===== config.mk =====
export PLATFORM = sky130hd
export DESIGN_NAME = fec_frame_receiver
export DESIGN_NICKNAME = d
export VERILOG_FILES = /design/src/rtl/fec_rx_pkg.sv /design/src/rtl/viterbi_acs.sv /design/src/rtl/fec_frame_receiver.sv
export SDC_FILE = /design/constraint.sdc
export NUM_CORES = 2
export LEC_CHECK = 0
export CELL_PAD_IN_SITES_DETAIL_PLACEMENT = 1
export CELL_PAD_IN_SITES_GLOBAL_PLACEMENT = 1
export CORE_ASPECT_RATIO = 0.75
export CORE_MARGIN = 2
export CORE_UTILIZATION = 53
export CTS_CLUSTER_SIZE = 10
export DETAILED_ROUTE_END_ITERATION = 12
export DONT_BUFFER_PORTS = 1
export GPL_ROUTABILITY_DRIVEN = 0
export PLACE_DENSITY = 0.9
export SLEW_MARGIN = 0
export SYNTH_ARGS = -nofsm -noshare
export SYNTH_HDL_FRONTEND = slang
export SYNTH_SLANG_ARGS = --single-unit

===== constraint.sdc =====
create_clock -name clk -period 27.7 [get_ports clk]
set_input_delay 4.155 -clock clk [delete_from_list [all_inputs] [get_ports clk]]
set_output_delay 4.155 -clock clk [all_outputs]
set_load 0.02 [all_outputs]

===== src/rtl/fec_rx_pkg.sv =====
// Shared constants, types and helpers for the FEC frame receiver.
package fec_rx_pkg;

  localparam int unsigned K                = 4;
  localparam int unsigned NSTATES          = 8;
  localparam logic [3:0]  G0               = 4'hF;
  localparam logic [3:0]  G1               = 4'hD;
  localparam logic [15:0] CRC_POLY         = 16'h8005;
  localparam logic [15:0] CRC_INIT         = 16'hFFFF;
  localparam int unsigned DATA_W_DEFAULT   = 32;
  localparam int unsigned METRIC_W_DEFAULT = 8;

  typedef enum logic [2:0] {
    StIdle,
    StLoad,
    StDecode,
    StCrc,
    StDone
  } rx_state_e;

  typedef logic [METRIC_W_DEFAULT-1:0] metric_t;

  // Encoder output {g1, g0} when bit u is shifted into encoder state st.
  function automatic logic [1:0] conv_out(input logic [2:0] st, input logic u);
    logic [3:0] r;
    r = {st, u};
    return {^(r & G1), ^(r & G0)};
  endfunction

  // One MSB-first step of the CRC-16 LFSR.
  function automatic logic [15:0] crc16_step(input logic [15:0] crc, input logic d);
    return {crc[14:0], 1'b0} ^ ((crc[15] ^ d) ? CRC_POLY : 16'h0000);
  endfunction

endpackage


===== src/rtl/viterbi_acs.sv =====
// Combinational 8-state add-compare-select for the K=4 rate-1/2 code.
// Next state ns = {s[1:0], u}, so its predecessors are {0, ns[2:1]} and {1, ns[2:1]}.
module viterbi_acs import fec_rx_pkg::*; #(
  parameter int unsigned METRIC_W = METRIC_W_DEFAULT
) (
  input  logic [NSTATES-1:0][METRIC_W-1:0] metric_i,
  input  logic [1:0]                       pair_i,
  output logic [NSTATES-1:0][METRIC_W-1:0] metric_o,
  output logic [NSTATES-1:0]               decision_o
);

  function automatic logic [1:0] hamming(input logic [1:0] a, input logic [1:0] b);
    return {1'b0, a[1] ^ b[1]} + {1'b0, a[0] ^ b[0]};
  endfunction

  // Saturating add keeps unreachable states pinned at the maximum metric.
  function automatic logic [METRIC_W-1:0] sat_add(input logic [METRIC_W-1:0] a,
                                                  input logic [1:0] b);
    logic [METRIC_W:0] sum;
    sum = {1'b0, a} + {{(METRIC_W-1){1'b0}}, b};
    return sum[METRIC_W] ? {METRIC_W{1'b1}} : sum[METRIC_W-1:0];
  endfunction

  for (genvar g = 0; g < NSTATES; g++) begin : g_acs
    localparam logic [2:0] Ns = 3'(g);
    localparam logic [2:0] P0 = {1'b0, Ns[2:1]};
    localparam logic [2:0] P1 = {1'b1, Ns[2:1]};
    logic [METRIC_W-1:0] cand0, cand1;
    assign cand0 = sat_add(metric_i[P0], hamming(pair_i, conv_out(P0, Ns[0])));
    assign cand1 = sat_add(metric_i[P1], hamming(pair_i, conv_out(P1, Ns[0])));
    // Ties keep the lower-numbered predecessor.
    assign decision_o[g] = (cand1 < cand0);
    assign metric_o[g]   = decision_o[g] ? cand1 : cand0;
  end

endmodule


===== src/rtl/fec_frame_receiver.sv =====
// Serial coded-frame receiver: capture, deinterleave, Viterbi decode, CRC-16 check.
// Define FEC_RX_DEINTERLEAVE_EN to undo the 4-byte dibit transpose before decoding.
module fec_frame_receiver import fec_rx_pkg::*; #(
  parameter int unsigned DATA_W   = DATA_W_DEFAULT,
  parameter int unsigned METRIC_W = METRIC_W_DEFAULT
) (
  input  logic                clk,
  input  logic                rst_n,
  input  logic                in_valid,
  input  logic                in_data,
  output logic                in_ready,
  output logic                out_valid,
  output logic [DATA_W-1:0]   out_data,
  output logic                crc_ok,
  output logic [METRIC_W-1:0] err_metric
);

  localparam int unsigned N    = DATA_W + 16;
  localparam int unsigned L    = 2 * N;
  localparam int unsigned CntW = $clog2(L + 1);
  localparam logic [NSTATES-1:0][METRIC_W-1:0] MetricInit =
      {{(NSTATES-1){{METRIC_W{1'b1}}}}, {METRIC_W{1'b0}}};

  rx_state_e                        state_q, state_d;
  logic [CntW-1:0]                  cnt_q, cnt_d;
  logic [L-1:0]                     cap_q;
  logic [NSTATES-1:0][METRIC_W-1:0] metric_q, metric_new;
  logic [NSTATES-1:0][N-1:0]        path_q, path_new;
  logic [NSTATES-1:0]               decision;
  logic [15:0]                      crc_q, crc_next;
  logic [DATA_W-1:0]                out_data_q;
  logic                             crc_ok_q;
  logic [METRIC_W-1:0]              err_metric_q;

  logic accept, trellis_init, acs_en, crc_init, crc_en, finish;
  logic [L-1:0]          coded, coded_sh;
  logic [1:0]            rx_pair;
  logic [2:0]            best_state;
  logic [METRIC_W-1:0]   best_metric;
  logic [N-1:0]          win_path, win_sh;

`ifdef FEC_RX_DEINTERLEAVE_EN
  // Byte i dibit j of each 32-bit group comes from byte j dibit i.
  for (genvar g = 0; g < L / 32; g++) begin : g_grp
    for (genvar i = 0; i < 4; i++) begin : g_byte
      for (genvar j = 0; j < 4; j++) begin : g_pair
        assign coded[32*g + 8*i + 2*j +: 2] = cap_q[32*g + 8*j + 2*i +: 2];
      end
    end
  end
`else
  assign coded = cap_q;
`endif

  // Pair k sits at the top of the vector after shifting left by 2k.
  assign coded_sh = coded << {cnt_q, 1'b0};
  assign rx_pair  = coded_sh[L-1 -: 2];

  viterbi_acs #(
    .METRIC_W(METRIC_W)
  ) u_acs (
    .metric_i  (metric_q),
    .pair_i    (rx_pair),
    .metric_o  (metric_new),
    .decision_o(decision)
  );

  // Register exchange: each state inherits its chosen predecessor's path plus its own input bit.
  for (genvar g = 0; g < NSTATES; g++) begin : g_surv
    localparam logic [2:0] Ns = 3'(g);
    assign path_new[g] = {path_q[{decision[g], Ns[2:1]}][N-2:0], Ns[0]};
  end

  // Minimum-metric survivor, lowest state index on ties.
  always_comb begin
    best_state  = 3'd0;
    best_metric = metric_q[0];
    for (int s = 1; s < NSTATES; s++) begin
      if (metric_q[s] < best_metric) begin
        best_metric = metric_q[s];
        best_state  = 3'(s);
      end
    end
  end

  assign win_path = path_q[best_state];
  assign win_sh   = win_path << cnt_q;
  assign crc_next = crc16_step(crc_q, win_sh[N-1]);

  // FSM next state, counter and datapath enables.
  always_comb begin
    state_d      = state_q;
    cnt_d        = cnt_q;
    accept       = 1'b0;
    trellis_init = 1'b0;
    acs_en       = 1'b0;
    crc_init     = 1'b0;
    crc_en       = 1'b0;
    finish       = 1'b0;
    case (state_q)
      StIdle: begin
        if (in_valid) begin
          accept  = 1'b1;
          state_d = StLoad;
          cnt_d   = CntW'(1);
        end
      end
      StLoad: begin
        if (in_valid) begin
          accept = 1'b1;
          if (cnt_q == CntW'(L - 1)) begin
            state_d      = StDecode;
            cnt_d        = '0;
            trellis_init = 1'b1;
          end else begin
            cnt_d = cnt_q + 1'b1;
          end
        end
      end
      StDecode: begin
        acs_en = 1'b1;
        if (cnt_q == CntW'(N - 1)) begin
          state_d  = StCrc;
          cnt_d    = '0;
          crc_init = 1'b1;
        end else begin
          cnt_d = cnt_q + 1'b1;
        end
      end
      StCrc: begin
        crc_en = 1'b1;
        if (cnt_q == CntW'(DATA_W - 1)) begin
          state_d = StDone;
          cnt_d   = '0;
          finish  = 1'b1;
        end else begin
          cnt_d = cnt_q + 1'b1;
        end
      end
      StDone:  state_d = StIdle;
      default: state_d = StIdle;
    endcase
  end

  // State and counter registers.
  always_ff @(posedge clk) begin
    if (!rst_n) begin
      state_q <= StIdle;
      cnt_q   <= '0;
    end else begin
      state_q <= state_d;
      cnt_q   <= cnt_d;
    end
  end

  // Capture shift register, trellis state, CRC LFSR and result registers.
  always_ff @(posedge clk) begin
    if (!rst_n) begin
      cap_q        <= '0;
      metric_q     <= '0;
      path_q       <= '0;
      crc_q        <= '0;
      out_data_q   <= '0;
      crc_ok_q     <= 1'b0;
      err_metric_q <= '0;
    end else begin
      if (accept) cap_q <= {cap_q[L-2:0], in_data};
      if (trellis_init) begin
        metric_q <= MetricInit;
        path_q   <= '0;
      end else if (acs_en) begin
        metric_q <= metric_new;
        path_q   <= path_new;
      end
      if (crc_init)    crc_q <= CRC_INIT;
      else if (crc_en) crc_q <= crc_next;
      // Last CRC step: latch results so they are visible while in DONE.
      if (finish) begin
        out_data_q   <= win_path[N-1 -: DATA_W];
        crc_ok_q     <= (crc_next == win_path[15:0]);
        err_metric_q <= best_metric;
      end
    end
  end

  assign in_ready   = (state_q == StIdle) || (state_q == StLoad);
  assign out_valid  = (state_q == StDone);
  assign out_data   = out_data_q;
  assign crc_ok     = crc_ok_q;
  assign err_metric = err_metric_q;

endmodule


==> summary.md <==
| Metric | Value |
|---|---|
| Status | `finished, final reports clean` |
| Number of clock sinks seen by CTS | `596` |
| Worst setup path category | `flop to flop` |
| Starting Density | `a little over half` |
| CTS Buffer Depth | `3` |
| Final-report setup violation count | `0` |
| Pre-Repair DR Iteration Count | `5` |
| Die height | `231 um` |
| Data required, critical path | `28.22 ns` |
| Register-to-register setup slack | `between 6 and 7 ns` |
| Setup slack after layout | `6.85 ns` |
| Cell type with the highest occurrence count on the critical path | `sky130_fd_sc_hd__ha_1` |
| Post-Synthesis Mean Instance Area | `8.24 um2` |
| Peak-usage layer in the global routing report | `met2` |
| Max FO, Critical Path | `between 70 and 80` |
| Cell variety after synth | `99` |
| Met3 routing resource usage after global routing | `roughly 7.6%` |
| Count of port buffers added during placement | `0` |
| Instance count of the mapped netlist | `4399` |
| Average routed wire per standard cell | `26.2 um` |
| Post-detailed-routing wire length | `133000 um` |
| Routing usage on met1 | `49.8%` |
| Final Cell Area | `~0.038 mm2` |
| Critical path data arrival time | `about 21 ns` |
| Area of the multi-input gates | `0.0227 mm2` |
| Synth Warn # | `0` |
| Sum of internal, switching and leakage power | `1.75 mW` |
| Combined flip-flop and latch cell area | `0.0119 mm2` |
| Placeable core area | `0.0680 mm2` |
| Largest area contributor in the synthesized netlist | `sky130_fd_sc_hd__dfxtp_1` |
| Antenna violations before repair | `4` |
| Via/cell ratio | `between 6 and 7` |
| Post CTS Setup Buffer Count | `0` |
| Overall overflow remaining after global route | `0` |
| Post-Synthesis Net Count | `about 4.5k` |
| Buffer and inverter count on the worst path | `5` |
| Met2 global-route usage | `56.8%` |
| IR Drop Worst-Case VDD | `0.0000489 V` |
| Unrepaired setup endpoints after global routing | `false` |
| Kind of cell adding the most delay to the critical path | `compound AO/OA/AOI/OAI gates` |
| Max Slew Vio Count | `0` |
| TritonCTS Buffers | `70` |
| Core Rows | `83` |
| Fmax achieved | `around 48 MHz` |
| Least-Margin Pin Slew | `1.27 ns` |
| Number of H-tree levels | `3` |
| Wire length of the first global-routing pass | `207000 um` |
| Layout Skew | `0.0407 ns` |
| Clock-pin slew of the registers on the worst-case setup and hold paths | `0.06 ns` |
| TritonCTS clock tree | `built` |
| Via count of the first global-routing pass | `34.9k` |
| Fill cells | `7983` |
| Die Outline Area | `~0.071 mm2` |
| Synth Flop Type | `sky130_fd_sc_hd__dfxtp_1` |
| Number of enable flip-flop cells after synthesis | `0` |
| Util after Layout | `56.5%` |
| Placement Cell Area | `0.0364 mm2` |
| Sequential area share after synthesis | `32.9%` |
| Tightest slew margin relative to the limit | `15.1%` |
| Post-Place Setup Slack | `a little under 8 ns` |
| Count of endpoints failing hold in the final timing report | `0` |
| Filler-free cell count of the finished design | `5052` |
| Chip Width | `306 um` |
| Fraction of layout instances using a drive strength above 1 | `under 10%` |
| Remaining number of nets flagged by the antenna check after routing | `0` |
| Number of hold buffers added after cts | `0` |
| Leakage power total | `13.7 nW` |
| Biggest area contributors in the synthesized netlist | `sky130_fd_sc_hd__dfxtp_1 33%, sky130_fd_sc_hd__mux2i_1 12%, sky130_fd_sc_hd__a211oi_1 9.0%` |
| DR DRC count | `0` |
| Hold WC Path Type | `flop to flop` |
| Worst path max stage delay | `roughly 0.77 ns` |
| Overall fraction of global-route tracks in use | `a little under two fifths` |
| DRC marker count from the first detailed-route iteration | `4086` |
| Area Growth Syn to Fin | `5.92%` |
| DR vias | `34.7k` |
| Detailed-placement wirelength estimate | `85600 um` |
| Synthesized flop and latch total | `596` |
| Worst path slowest cell | `sky130_fd_sc_hd__buf_4` |
| Fin Setup TNS | `0 ns` |
| Quantity of gates resized following cts | `0` |
| Shortest period the worst path allows | `20.85 ns` |
| Startpoint class of the critical path | `flop` |
| Hold_ws | `0.480 ns` |
| Root buffer selected by CTS | `sky130_fd_sc_hd__clkbuf_16` |
| Pin count of the biggest net entering global routing | `~270` |
| Total instance count after detailed placement | `4963` |
| Count of pins on the block boundary | `47` |
| Post-Syn Area | `0.0363 mm2` |
| Fraction of synthesized cell area taken by the top area cell type | `roughly 33%` |
| Cell Pwr Density | `45.5 mW/mm2` |
| Post-synth ARST share | `0%` |
| Crit end category | `flop` |
| Clock Latency Late Sink | `0.66 ns` |
| Net total in the final layout | `4289` |
| Period Utilization, post-route | `75.3%` |
| Max-cap violation count | `0` |
-- state kept, by name, summed over array words and instances, names as in the netlist, 3 cells and up --
signal and count:
cap_q 96, cnt_q 7, crc_q 16, err_metric 8, metric_q 64, out_data 32, path_q 369, state_q 3
-- cell families after synthesis --
kind of cell | share of synthesized area [%]
adders and majority gates | 5.29
xor gates and xnor gates | 1.57
buffers and inverters | 4.84
and+or+nand+nor | 17.4
DFF | 32.9
AOI/OAI and AO/OA | 23.8
muxes | 14.2
-- cell usage in the layout (no fill, tap or decap), types with 87 or more instances in the layout --
cell / synthesis / layout
sky130_fd_sc_hd__ha_1: 126 / 126
sky130_fd_sc_hd__a211oi_1: 437 / 437
sky130_fd_sc_hd__a21boi_0: 134 / 134
sky130_fd_sc_hd__a31oi_1: 87 / 87
sky130_fd_sc_hd__nor2_1: 551 / 550
sky130_fd_sc_hd__o21ai_0: 135 / 135
sky130_fd_sc_hd__mux2i_1: 419 / 419
sky130_fd_sc_hd__a21oi_1: 195 / 189
sky130_fd_sc_hd__nand2_1: 520 / 517
sky130_fd_sc_hd__dfxtp_1: 596 / 594
-- synthesized netlist by cell type, types with 12 or more instances --
master                     count
sky130_fd_sc_hd__nor4_1       17
sky130_fd_sc_hd__or2_2        14
sky130_fd_sc_hd__xor2_1       29
sky130_fd_sc_hd__a211oi_1    437
sky130_fd_sc_hd__inv_1        68
sky130_fd_sc_hd__nor2_1      551
sky130_fd_sc_hd__nand2_1     520
sky130_fd_sc_hd__or3_1        12
sky130_fd_sc_hd__nor3_1       27
sky130_fd_sc_hd__nor2b_1      49
sky130_fd_sc_hd__o211ai_1     32
sky130_fd_sc_hd__mux2i_1     419
sky130_fd_sc_hd__a21oi_1     195
sky130_fd_sc_hd__buf_2        31
sky130_fd_sc_hd__fa_1         16
sky130_fd_sc_hd__nand2b_1     33
sky130_fd_sc_hd__nand3_1      79
sky130_fd_sc_hd__and2_1       18
sky130_fd_sc_hd__xnor2_1      31
sky130_fd_sc_hd__nand4_1      15
sky130_fd_sc_hd__dfxtp_1     596
sky130_fd_sc_hd__buf_1        24
sky130_fd_sc_hd__ha_1        126
sky130_fd_sc_hd__and3_1       72
sky130_fd_sc_hd__o21ai_0     135
sky130_fd_sc_hd__mux4_2       30
sky130_fd_sc_hd__clkbuf_1    306
sky130_fd_sc_hd__a21o_1       24
sky130_fd_sc_hd__a21boi_0    134
sky130_fd_sc_hd__o211a_1      13
sky130_fd_sc_hd__o22ai_1      19
sky130_fd_sc_hd__o21a_1       21
sky130_fd_sc_hd__a31oi_1      87
-- layout make-up --
type / count / area share (%)
multi-input cells: 3360 / 59.2
flip-flops and latches: 596 / 31.1
clock buffers: 81 / 4.75
well taps: 892 / 2.91
repair buffers: 46 / 0.964
inverters: 69 / 0.674
clock inverters: 7 / 0.466
diodes: 1 / 0.00652
-- worst min-delay path, delay by kind of cell, from the launching register on --
kind / cells / cell delay (ns)
and+or+nand+nor: 1 / 0.05
DFF: 1 / 0.32
AOI/OAI and AO/OA: 1 / 0.06
-- layer usage --
metal  vias up  routed length (um)
met5         -                  35
met4         6                5810
met3       415               12100
met2      1599               58200
met1     17200               56300
li1      15400                   -
-- path summary, 6_finish.rpt --
path	from	to	cells after the start
worst max-delay path	metric_q[2]	crc_q[2]	72
worst min register to register	cap_q[3]	cap_q[3]	2
worst max register to register	metric_q[2]	crc_q[2]	72
worst min-delay path	cap_q[3]	cap_q[3]	2
-- power breakdown --
part / switching, mW / internal [mW] / total (mW)
Clock: 0.386 / 0.469 / 0.855
Combinational: 0.0239 / 0.00822 / 0.0321
Sequential: 0.00230 / 0.858 / 0.860
Note: power is estimated with default switching activity, not from simulation.
